[src/rtl/fft_pkg.sv]
// Shared constants, types and helpers for the radix-2 FFT datapath stages.
// Used by the input reordering stage and the later butterfly stages.
package fft_pkg;

    localparam int MSB_DEF   = 8;
    localparam int LOG2N_DEF = 3;

    // Selects one of the two ping-pong frame banks.
    typedef logic bank_idx_t;

    // Reverses the low log2n bits of idx. Bits at or above log2n come back zero.
    function automatic logic [31:0] bitrev(input logic [31:0] idx, input int log2n);
        logic [31:0] r;
        r = '0;
        for (int i = 0; i < 32; i++) begin
            if (i < log2n) begin
                r[i] = idx[log2n-1-i];
            end
        end
        return r;
    endfunction

endpackage

[src/rtl/frame_bank.sv]
// One N x MSB frame of sample storage: a registered write port and a
// combinational read port. Contents are not reset.
module frame_bank #(
    parameter int MSB   = 8,
    parameter int LOG2N = 3
) (
    input  logic             i_clk,
    input  logic             i_we,
    input  logic [LOG2N-1:0] i_waddr,
    input  logic [MSB-1:0]   i_wdata,
    input  logic [LOG2N-1:0] i_raddr,
    output logic [MSB-1:0]   o_rdata
);
    localparam int N = 1 << LOG2N;

    logic [MSB-1:0] r_mem [N];

    always_ff @(posedge i_clk) begin
        if (i_we) begin
            r_mem[i_waddr] <= i_wdata;
        end
    end

    assign o_rdata = r_mem[i_raddr];

endmodule

[src/rtl/bitrev_loader.sv]
// Ping-pong frame buffer that accepts natural-order samples and replays each
// complete frame in bit-reversed order, with the lane select for the demux.
module bitrev_loader
    import fft_pkg::*;
#(
    parameter int MSB   = MSB_DEF,
    parameter int LOG2N = LOG2N_DEF
) (
    input  logic           clk,
    input  logic           rst,
    input  logic           in_valid,
    input  logic [MSB-1:0] in_data,
    output logic           in_ready,
    output logic           out_valid,
    input  logic           out_ready,
    output logic [MSB-1:0] out_data,
    output logic           out_sel,
    output logic           out_first,
    output logic           out_last
);
    localparam int N = 1 << LOG2N;
    localparam logic [LOG2N-1:0] LAST_IDX = LOG2N'(N - 1);

    bank_idx_t        r_wb;
    bank_idx_t        r_rb;
    logic [LOG2N-1:0] r_wp;
    logic [LOG2N-1:0] r_rp;
    logic [1:0]       r_full;
    logic [1:0]       w_full_nxt;
    logic             w_in_acc;
    logic             w_out_acc;
    logic [LOG2N-1:0] w_raddr;
    logic [MSB-1:0]   w_rdata [2];

    assign in_ready  = !r_full[r_wb];
    assign out_valid = r_full[r_rb];
    assign w_in_acc  = in_valid && in_ready;
    assign w_out_acc = out_valid && out_ready;
    assign w_raddr   = LOG2N'(bitrev(32'(r_rp), LOG2N));

    for (genvar g = 0; g < 2; g++) begin : g_bank
        frame_bank #(
            .MSB   (MSB),
            .LOG2N (LOG2N)
        ) u_bank (
            .i_clk   (clk),
            .i_we    (w_in_acc && (r_wb == bank_idx_t'(g))),
            .i_waddr (r_wp),
            .i_wdata (in_data),
            .i_raddr (w_raddr),
            .o_rdata (w_rdata[g])
        );
    end

    // Write and read sides always own different banks, so set and clear never collide.
    always_comb begin
        w_full_nxt = r_full;
        if (w_in_acc && (r_wp == LAST_IDX)) begin
            w_full_nxt[r_wb] = 1'b1;
        end
        if (w_out_acc && (r_rp == LAST_IDX)) begin
            w_full_nxt[r_rb] = 1'b0;
        end
    end

    always_ff @(posedge clk) begin
        if (rst) begin
            r_wb   <= 1'b0;
            r_rb   <= 1'b0;
            r_wp   <= '0;
            r_rp   <= '0;
            r_full <= 2'b00;
        end else begin
            r_full <= w_full_nxt;
            if (w_in_acc) begin
                r_wp <= r_wp + 1'b1;
                if (r_wp == LAST_IDX) begin
                    r_wb <= ~r_wb;
                end
            end
            if (w_out_acc) begin
                r_rp <= r_rp + 1'b1;
                if (r_rp == LAST_IDX) begin
                    r_rb <= ~r_rb;
                end
            end
        end
    end

    assign out_data  = out_valid ? w_rdata[r_rb] : '0;
    assign out_sel   = r_rp[0];
    assign out_first = out_valid && (r_rp == '0);
    assign out_last  = out_valid && (r_rp == LAST_IDX);

endmodule

[config.mk]
export PLATFORM = sky130hd
export DESIGN_NAME = bitrev_loader
export DESIGN_NICKNAME = d
export VERILOG_FILES = /design/src/rtl/fft_pkg.sv /design/src/rtl/frame_bank.sv /design/src/rtl/bitrev_loader.sv
export SDC_FILE = /design/constraint.sdc
export NUM_CORES = 1
export LEC_CHECK = 0
export CORE_ASPECT_RATIO = 1.5
export CORE_MARGIN = 4
export CORE_UTILIZATION = 45
export DETAILED_ROUTE_END_ITERATION = 8
export GPL_TIMING_DRIVEN = 0
export HOLD_SLACK_MARGIN = 0.06
export MAX_ROUTING_LAYER = met4
export PLACE_DENSITY = 0.63
export SLEW_MARGIN = 25
export SYNTH_ARGS = -nofsm -noshare
export SYNTH_HDL_FRONTEND = slang
export SYNTH_SLANG_ARGS = --single-unit
export TNS_END_PERCENT = 10
[constraint.sdc]
create_clock -name clk -period 4.33 [get_ports clk]
set_input_delay 0.433 -clock clk [delete_from_list [all_inputs] [get_ports clk]]
set_output_delay 0.433 -clock clk [all_outputs]
set_load 0.05 [all_outputs]
* Word level (Yosys, flattened, before mapping)
Memories as Yosys holds them, arrays and structs flattened. A register that Yosys moved wholly into a read port is not among the register bits. Index checks and enable logic that the tools add are counted.
Storage, ports and cells: memories 2, bits in registers 10, bits in writable memories 128
Operators by class: reductions and logical operators 14, mux-type cells 22, $lt $le $gt $ge 5, bitwise gates (word level) 6, equality and inequality tests 2, $add $sub $neg 2
Memories:
- g_bank[0].u_bank.r_mem | depth 8, width 8, rd ports 1, clocked after memory_dff 1, write ports 1, line frame_bank.sv:16 | logic [MSB-1:0] r_mem [N];
- g_bank[1].u_bank.r_mem | depth 8, width 8, rd ports 1, clocked after memory_dff 1, write ports 1, line frame_bank.sv:16
Operator list (count):
- $mux W8 | 4
- $mux W3 | 4
- $logic_and A1 B1 Y1 | 10
- $mux W1 | 10
- $add A3 B1 Y3 const B | 2
- $eq A3 B3 Y1 const B | 2
- $lt A1 B2 Y1 const B | 2
- $mux W2 | 2
- $reduce_and A2 Y1 | 2
- $logic_not A3 Y1 | 1
- $and A2 B2 Y2 | 1
- $demux W1 S1 | 2
- $ge A1 B1 Y1 const B | 2
- $ge A2 B2 Y1 const B | 1
- $not A1 Y1 | 2
- $not A1 Y2 | 1
- $not A2 Y2 | 1
- $or A2 B2 Y2 | 1
- $logic_not A1 Y1 | 1

* Depth between registers and ports, before layout
Gate-level depths: netlist of the first run.
depth in word-level cells 8, mapped depth 7

* By module
A second synthesis of the first run with hierarchy kept.
Second synthesis, totals: cell total of the unflattened synthesis 289, area total of the unflattened synthesis 5704.2 um^2
By module, submodules not included:
- frame_bank | area each 2531.2 um^2, times used 2, cells an instance 106, sequential area each 1921.8 um^2
- bitrev_loader | area each 641.9 um^2, times used 1, cells an instance 77, sequential area each 200.2 um^2

* Worst setup path after synthesis of the first run
OpenSTA, ideal clock, no wires.
path type flip-flop to output port, start reg r_full[1], end out out_data[5], cell stages (with the launch flop) 6, arrival 1.815 ns, path slack 2.082 ns, cells stage by stage dfxtp_1 > and2_1 > clkbuf_1 > buf_2 > a32oi_1 > o211ai_1
Between the ends: cells in the longest elaborated chain, start to end 3
Ends and longest elaborated chain:
- start, declared | line bitrev_loader.sv:28 | logic [1:0] r_full;
- start signal, assigned | line bitrev_loader.sv:74 | r_full <= w_full_nxt;
- $mux W1 (implied by the code) (2 in series) | line bitrev_loader.sv:36 | assign out_valid = r_full[r_rb];
- $mux W8 | line bitrev_loader.sv:90 | assign out_data = out_valid ? w_rdata[r_rb] : '0;
- end, declared | line bitrev_loader.sv:16 | output logic [MSB-1:0] out_data,
No other way between the ends. The select of a mux whose other input is x is not followed.

==> metrics.md, run 1 <==
| Metric | Value |
|---|---|
| CTS Buffer Depth | 2 |
| Rows | 49 |
| Initial Util | 0.464 |
| Detail Route Antenna Nets | 0 |
| Commonest cells in the netlist | 128 x edfxtp_1, 25 x mux4_2, 23 x nand2_1, 23 x nor2_1, 19 x mux2i_1 |
| Main area contributors after synthesis | edfxtp_1 69%, mux4_2 10%, dfxtp_1 4.6%, mux2i_1 3.4%, nand2_1 1.5% |
| Routed via count | about 2900 |
| Number of distinct library cells after synthesis | 31 |
| Root buffer cell | clkbuf_16 |
| Static leakage | ~2.1 nW |
| Smallest hold slack | just over 0.4 ns |
| Via/cell ratio | ~5.6 |
| VDD IR-drop max | 275 uV |
| Status | complete, no violations |
| Initial DRC count | between 200 and 300 |
| CTS tree | done |
| Die ar. | 0.0143 mm^2 |
| R2R depth | 3 |
| Arr. time, crit path | roughly 2.9 ns |
| R2R Path Start | r_wp[0] |
| Die height | 145 um |
| CP max FO | 10 |
| Ratio of cells with drive above 1 in the final layout | 0.189 |
| Combinational power share | 0.021 |
| Worst skew pair latency | around 0.42 ns |
| CP endpoint | out_data[7] |
| Fmax | 304 MHz |
| Sequential fraction of the synthesis area | 0.733 |
| Main synth FF type | edfxtp_1 |
| Avg Inst Size Synth | around 18 um^2 |
| Share of flip-flops with an asynchronous set or reset | 0 |
| Reg2reg setup slack | ~2.3 ns |
| Routed WL per cell | around 22 um |
| ANT cells | 0 |
| I/O pin cnt | 25 |
| Power Density | 444 mW/mm^2 |
| Post-synth EDFFs | around 130 |
| Global-route wire length before repair | 18000 um |
| Setup Skew | 0.00637 ns |
| DRT Pass-1 Iters | 4 |
| GRT Util Overall | 0.181 |
| Num CTS Buffers | 17 |
| Cell area after synthesis | 0.00560 mm^2 |
| Net count of the mapped netlist | 332 |
| Setup crit end kind | output port |
| WL final | about 11000 um |
| Yosys top cell area share | 0.686 |
| Initial antenna violation count | 0 |
| Post-Syn Instances | between 300 and 400 |
| Reg-to-Reg End | g_bank[1].u_bank.r_mem[3][4] |
| RSZ-0062 raised after global routing | no |
| Net Switching | ~570 uW |
| P&R area growth vs syn | 17.8% |
| CP Launch Type | register |
| Max Transition Viols Final | 0 |
| CP Data Required Time | ~3.9 ns |
| Setup TNS | 0 ns |
| Resize count post-CTS | 0 |
| Nets | around 370 |
| Clk network pwr share | 0.464 |
| Final HPWL DP | approximately 7800 um |
| Switching share of power | 0.196 |
| Syn. warnings | 0 |
| H-tree levels | 4 |
| Worst Max-Slew Pin Slew | approximately 0.94 ns |
| Post-CTS Setup Bufs | 0 |
| Final Hold Fails | 0 |
| Post-synth top area cell | edfxtp_1 |
| Hold_sp | rst |
| Largest net degree at the start of global routing | 17 |
| Congestion Overflow GR | 0 |
| Vias in the first global route | between 3000 and 4000 |
| Internal power | about 2.4 mW |
| Max Cap Viol | 0 |
| Worst-path clk slew | around 0.06 ns |
| Setup violations, final | 0 |
| Port buffer count | 22 |
| DRC Markers | 0 |
| Rel. slew slack | 0.371 |
| HP Class | input port to register |
| Share of the clock period used by the worst path | 0.760 |
| Seq cells post-synth | 141 |
| Post-CTS Hold Fix Bufs | 0 |
| Post-layout min period | between 3 and 4 ns |
| Critical path class | register to output port |
| Die W | slightly below 100 um |
| Flop pwr share | 0.514 |
| Count leader, synth | edfxtp_1 |
| Clock tree sinks | between 100 and 150 |
| Core area | ~0.012 mm^2 |
| Placer Congestion | between 0.8 and 0.9 |
-- how the worst min path moves through the flow --
stage          endpoint  cells after the start
2_1_floorplan   r_wp[1]                      2
3_3_place_gp    r_wp[1]                      2
3_5_place_dp    r_wp[1]                      2
4_1_cts         r_wp[1]                      3
5_1_grt         r_wp[1]                      3
6_report           r_wb                      2
-- critical path, stage by stage, from the launching register on --
cell             delay [ns]
dfxtp_1                0.30
clkbuf_1               0.43
nor2b_1                0.26
nand2_1                0.16
a32oi_1                0.12
o211ai_1               0.31
clkdlybuf4s50_1        0.87
-- logic make-up after synthesis --
group / synth area share
AOI/OAI and AO/OA: 0.0313
adders and majority gates: 0.0112
muxes: 0.134
and+or+nand+nor: 0.0639
DFF: 0.733
buffers and inverters: 0.0217
xor gates and xnor gates: 0.00469
-- flip-flops by register name, summed over array words and instances (netlist names), named ones only --
name,count
r_wb,1
g_bank.u_bank.r_mem,128
r_rp,3
r_full,2
r_wp,3
r_rb,1
-- power by group through the flow --
stage / registers, mW / logic, mW / clock network (mW)
2_1_floorplan: 1.53 / 0.0255 / 0
3_3_place_gp: 1.53 / 0.0599 / 0
3_5_place_dp: 1.53 / 0.0637 / 0
4_1_cts: 1.51 / 0.0641 / 1.37
5_1_grt: 1.51 / 0.0690 / 1.45
6_report: 1.51 / 0.0626 / 1.36
-- cells in the final DEF, fill, tap and decap left out, types with 4 or more instances in the layout --
cell type        netlist  final
clkbuf_16              0     17
buf_2                  4      4
mux2i_1               19     19
clkinv_2               0      5
a32oi_1                7      7
nand2_1               23     23
mux4_2                25     25
nand4_1                7      7
nor3_2                 0      4
ha_1                   5      5
nand2b_1               4      4
edfxtp_1             128    128
dfxtp_1               13     13
o211ai_1               7      7
nor2_1                23     23
nand3_1               10     10
buf_6                  4      4
clkdlybuf4s50_1        0     22
clkbuf_1               7      8
-- per-stage QoR --
step / std cells / util / area, um^2 / setup WS (ns) / total power, mW
after global routing: 523 / 0.546 / 6600 / 0.885 / 3.02
final: 523 / 0.546 / 6600 / 1.04 / 2.93
after detailed placement: 491 / 0.500 / 6040 / 1.52 / 1.60
after global placement: 490 / 0.498 / 6010 / 1.55 / 1.59
after CTS: 523 / 0.546 / 6600 / 1.07 / 2.95
after floorplan: 315 / - / 5600 / 2.08 / 1.56
-- cell type report --
class | count | area [um^2]
fillers | 948 | 5480
clock buffers | 18 | 429
repair buffers | 23 | 228
inverters | 3 | 11.3
flip-flops and latches | 141 | 4100
plain buffers | 18 | 110
well taps | 153 | 191
multi-input cells | 153 | 1400
clock inverters | 14 | 128
-- metal layers --
| layer | global-route usage | wire [um] |
|---|---|---|
| met2 | 0.298 | 6090 |
| met3 | 0.0449 | 611 |
| met1 | 0.214 | 4430 |
| met4 | 0.0727 | 266 |
| met5 | - | 0 |
Power figures use the tool's default switching activity.
==> inputs of run 2 (changes only) <==
==> constraint.sdc (replaced) <==
create_clock -name clk -period 3.11 [get_ports clk]
set_input_delay 0.311 -clock clk [delete_from_list [all_inputs] [get_ports clk]]
set_output_delay 0.311 -clock clk [all_outputs]
set_load 0.05 [all_outputs]
==> run 2 against run 1 <==
  * First-iteration DRC count fell by 4.3%
  * Clock skew hardly changed
  * Wire length up 0.47%
  * Cell area grew 0.15%
  * Worst hold slack worse by 0.12 ns
  * Die area unchanged
  * Flip-flop and latch count unchanged
  * Power rose by 39%
  * Setup slack lost 0.97 ns
  * Via count decreased by 0.10%
  * Cell count stayed put
  * Critical path type unchanged
  * Largest power group unchanged
  * Highest routed layer unchanged
==> metrics.md, run 2 (synthesis gave the netlist of run 1 again) <==
| Metric | Value |
|---|---|
| RSZ-0062 raised after global routing | yes |
| CP max FO | 10 (unchanged) |
| Setup TNS | 0 ns (unchanged) |
| Commonest non-fill, non-tap cell in the layout | edfxtp_1 |
| Vias in the first global route | 3100 (unchanged) |
| Setup violations, final | 0 (unchanged) |
| Die height | 145 um (unchanged) |
| DRC Markers | 0 (unchanged) |
| Setup Skew | 0.00609 ns (-0.000279 ns) |
| Share of the clock period used by the worst path | 0.978 |
| Largest registers | g_bank.u_bank.r_mem (128), r_rp (3), r_wp (3) |
| Max Transition Viols Final | 0 (unchanged) |
| CTS tree | done |
| ANT cells | 0 (unchanged) |
| Clock tree sinks | 141 (unchanged) |
| Arr. time, crit path | 2.73 ns (-0.13 ns) |
| Finished Layout Cells | 523 (unchanged) |
| CTS Buffer Depth | 2 (unchanged) |
| H-tree levels | 4 (unchanged) |
| Core area | 0.0121 mm^2 (unchanged) |
| Die ar. | 0.0143 mm^2 (unchanged) |
| DRT Pass-1 Iters | 4 (unchanged) |
| Biggest register | g_bank.u_bank.r_mem |
| Worst-path cell chain | and2_1 -> clkbuf_1 -> buf_2 -> a32oi_1 -> o211ai_1 -> clkdlybuf4s50_1 |
| Critical path class | register to output port |
| Num CTS Buffers | 17 (unchanged) |
| VDD IR-drop max | 383 uV (+39%) |
| Status | complete, no violations |
| HP Class | input port to register |
| Congestion Overflow GR | 0 (unchanged) |
| CP max stage delay | 0.83 ns (-0.04 ns) |
| WL final | 11400 um (+0.47%) |
| Max Cap Viol | 0 (unchanged) |
| Initial antenna violation count | 0 (unchanged) |
| Final Hold Fails | 0 (unchanged) |
| Crit path from | r_full[1] |
| Worst skew pair latency | 0.41 ns (about the same) |
| Routed via count | 2939 (-0.10%) |
| Initial DRC count | 246 (-4.3%) |
| Setup crit end kind | output port |
| Resize count post-CTS | 2 (+2) |
| Post-CTS Hold Fix Bufs | 0 (unchanged) |
| Largest net degree at the start of global routing | 17 (unchanged) |
| Die W | 99.1 um (unchanged) |
| Post-CTS Setup Bufs | 0 (unchanged) |
| Root buffer cell | clkbuf_16 |
| Post-layout min period | between 3 and 4 ns |
| Worst Max-Slew Pin Slew | 0.933 ns (-0.00683 ns) |
| CP Data Required Time | 2.80 ns (-1.10 ns) |
| Via/cell ratio | 5.62 (-0.10%) |
| I/O pin cnt | 25 (unchanged) |
| Slowest CP cell | clkdlybuf4s50_1 |
| Final HPWL DP | 7750 um (unchanged) |
| Hold_sp | rst |
| Nets | 374 (unchanged) |
| Smallest hold slack | 0.281 ns (-0.123 ns) |
| Power Density | 618 mW/mm^2 (+39%) |
| Rows | 49 (unchanged) |
| Placer Congestion | 0.838 (unchanged) |
| Commonest non-fill, non-tap cells in the layout | 128 x edfxtp_1, 25 x mux4_2, 23 x nand2_1, 23 x nor2_1, 19 x mux2i_1 |
| P&R area growth vs syn | 18.0% |
| Rel. slew slack | 0.376 (+0.00457) |
| Ratio of cells with drive above 1 in the final layout | 0.192 (+0.00270) |
| Detail Route Antenna Nets | 0 (unchanged) |
| Initial Util | 0.464 (unchanged) |
| R2R Path Start | r_wb |
| Static leakage | 2.16 nW (+4.1%) |
| Routed WL per cell | 21.9 um (+0.47%) |
| Largest register FFs | 128 (unchanged) |
| Fmax | about 330 MHz |
| Worst-path clk slew | 0.06 ns (about the same) |
| Port buffer count | 22 (unchanged) |
| CP Launch Type | register |
| DP Cell Count | 491 (unchanged) |
| GRT Util Overall | 0.181 (unchanged) |
| Global-route wire length before repair | 18000 um (unchanged) |
run 2: stage by stage:
step	util	setup WS (ns)	cell area, um^2	power (mW)
2_1_floorplan	-	0.984	5600	2.17
3_3_place_gp	0.498	0.454	6010	2.22
3_5_place_dp	0.500	0.424	6040	2.23
4_1_cts	0.546	0.00809	6590	4.10
5_1_grt	0.547	-0.0954	6610	4.21
6_report	0.547	0.0676	6610	4.08
run 2: critical path: cells and delay by family, from the launching register on:
kind / cells / cell delay, ns
DFF: 1 / 0.41
AOI/OAI and AO/OA: 2 / 0.30
buffers and inverters: 3 / 1.45
and+or+nand+nor: 1 / 0.15
run 2: path summary, 6_finish.rpt:
path / to / slack [ns] / depth (start not counted)
worst max-delay path: out_data[4] / 0.07 / 6
worst min-delay path: r_wb / 0.28 / 2
worst max register to register: g_bank[0].u_bank.r_mem[4][0] / 1.11 / 3
worst min register to register: r_wp[1] / 0.53 / 2
run 2: area by class of cell:
| type | instances | area (um^2) |
|---|---|---|
| fillers | 949 | 5470 |
| flip-flops and latches | 141 | 4100 |
| multi-input cells | 153 | 1400 |
| clock buffers | 18 | 429 |
| repair buffers | 23 | 235 |
| well taps | 153 | 191 |
| clock inverters | 14 | 128 |
| plain buffers | 18 | 110 |
| inverters | 3 | 11.3 |
run 2: per-layer routing:
layer	global-route usage	vias up	wire [um]
met3	0.0449	19	598
met2	0.298	84	6070
met5	-	-	0
met4	0.0727	0	276
li1	-	1340	-
met1	0.214	1496	4500
run 2: power by group:
group	switching, mW	total [mW]	internal [mW]
Clock	0.736	1.90	1.16
Combinational	0.0609	0.0873	0.0264
Sequential	0.00677	2.10	2.09
Total	0.804	4.08	3.28
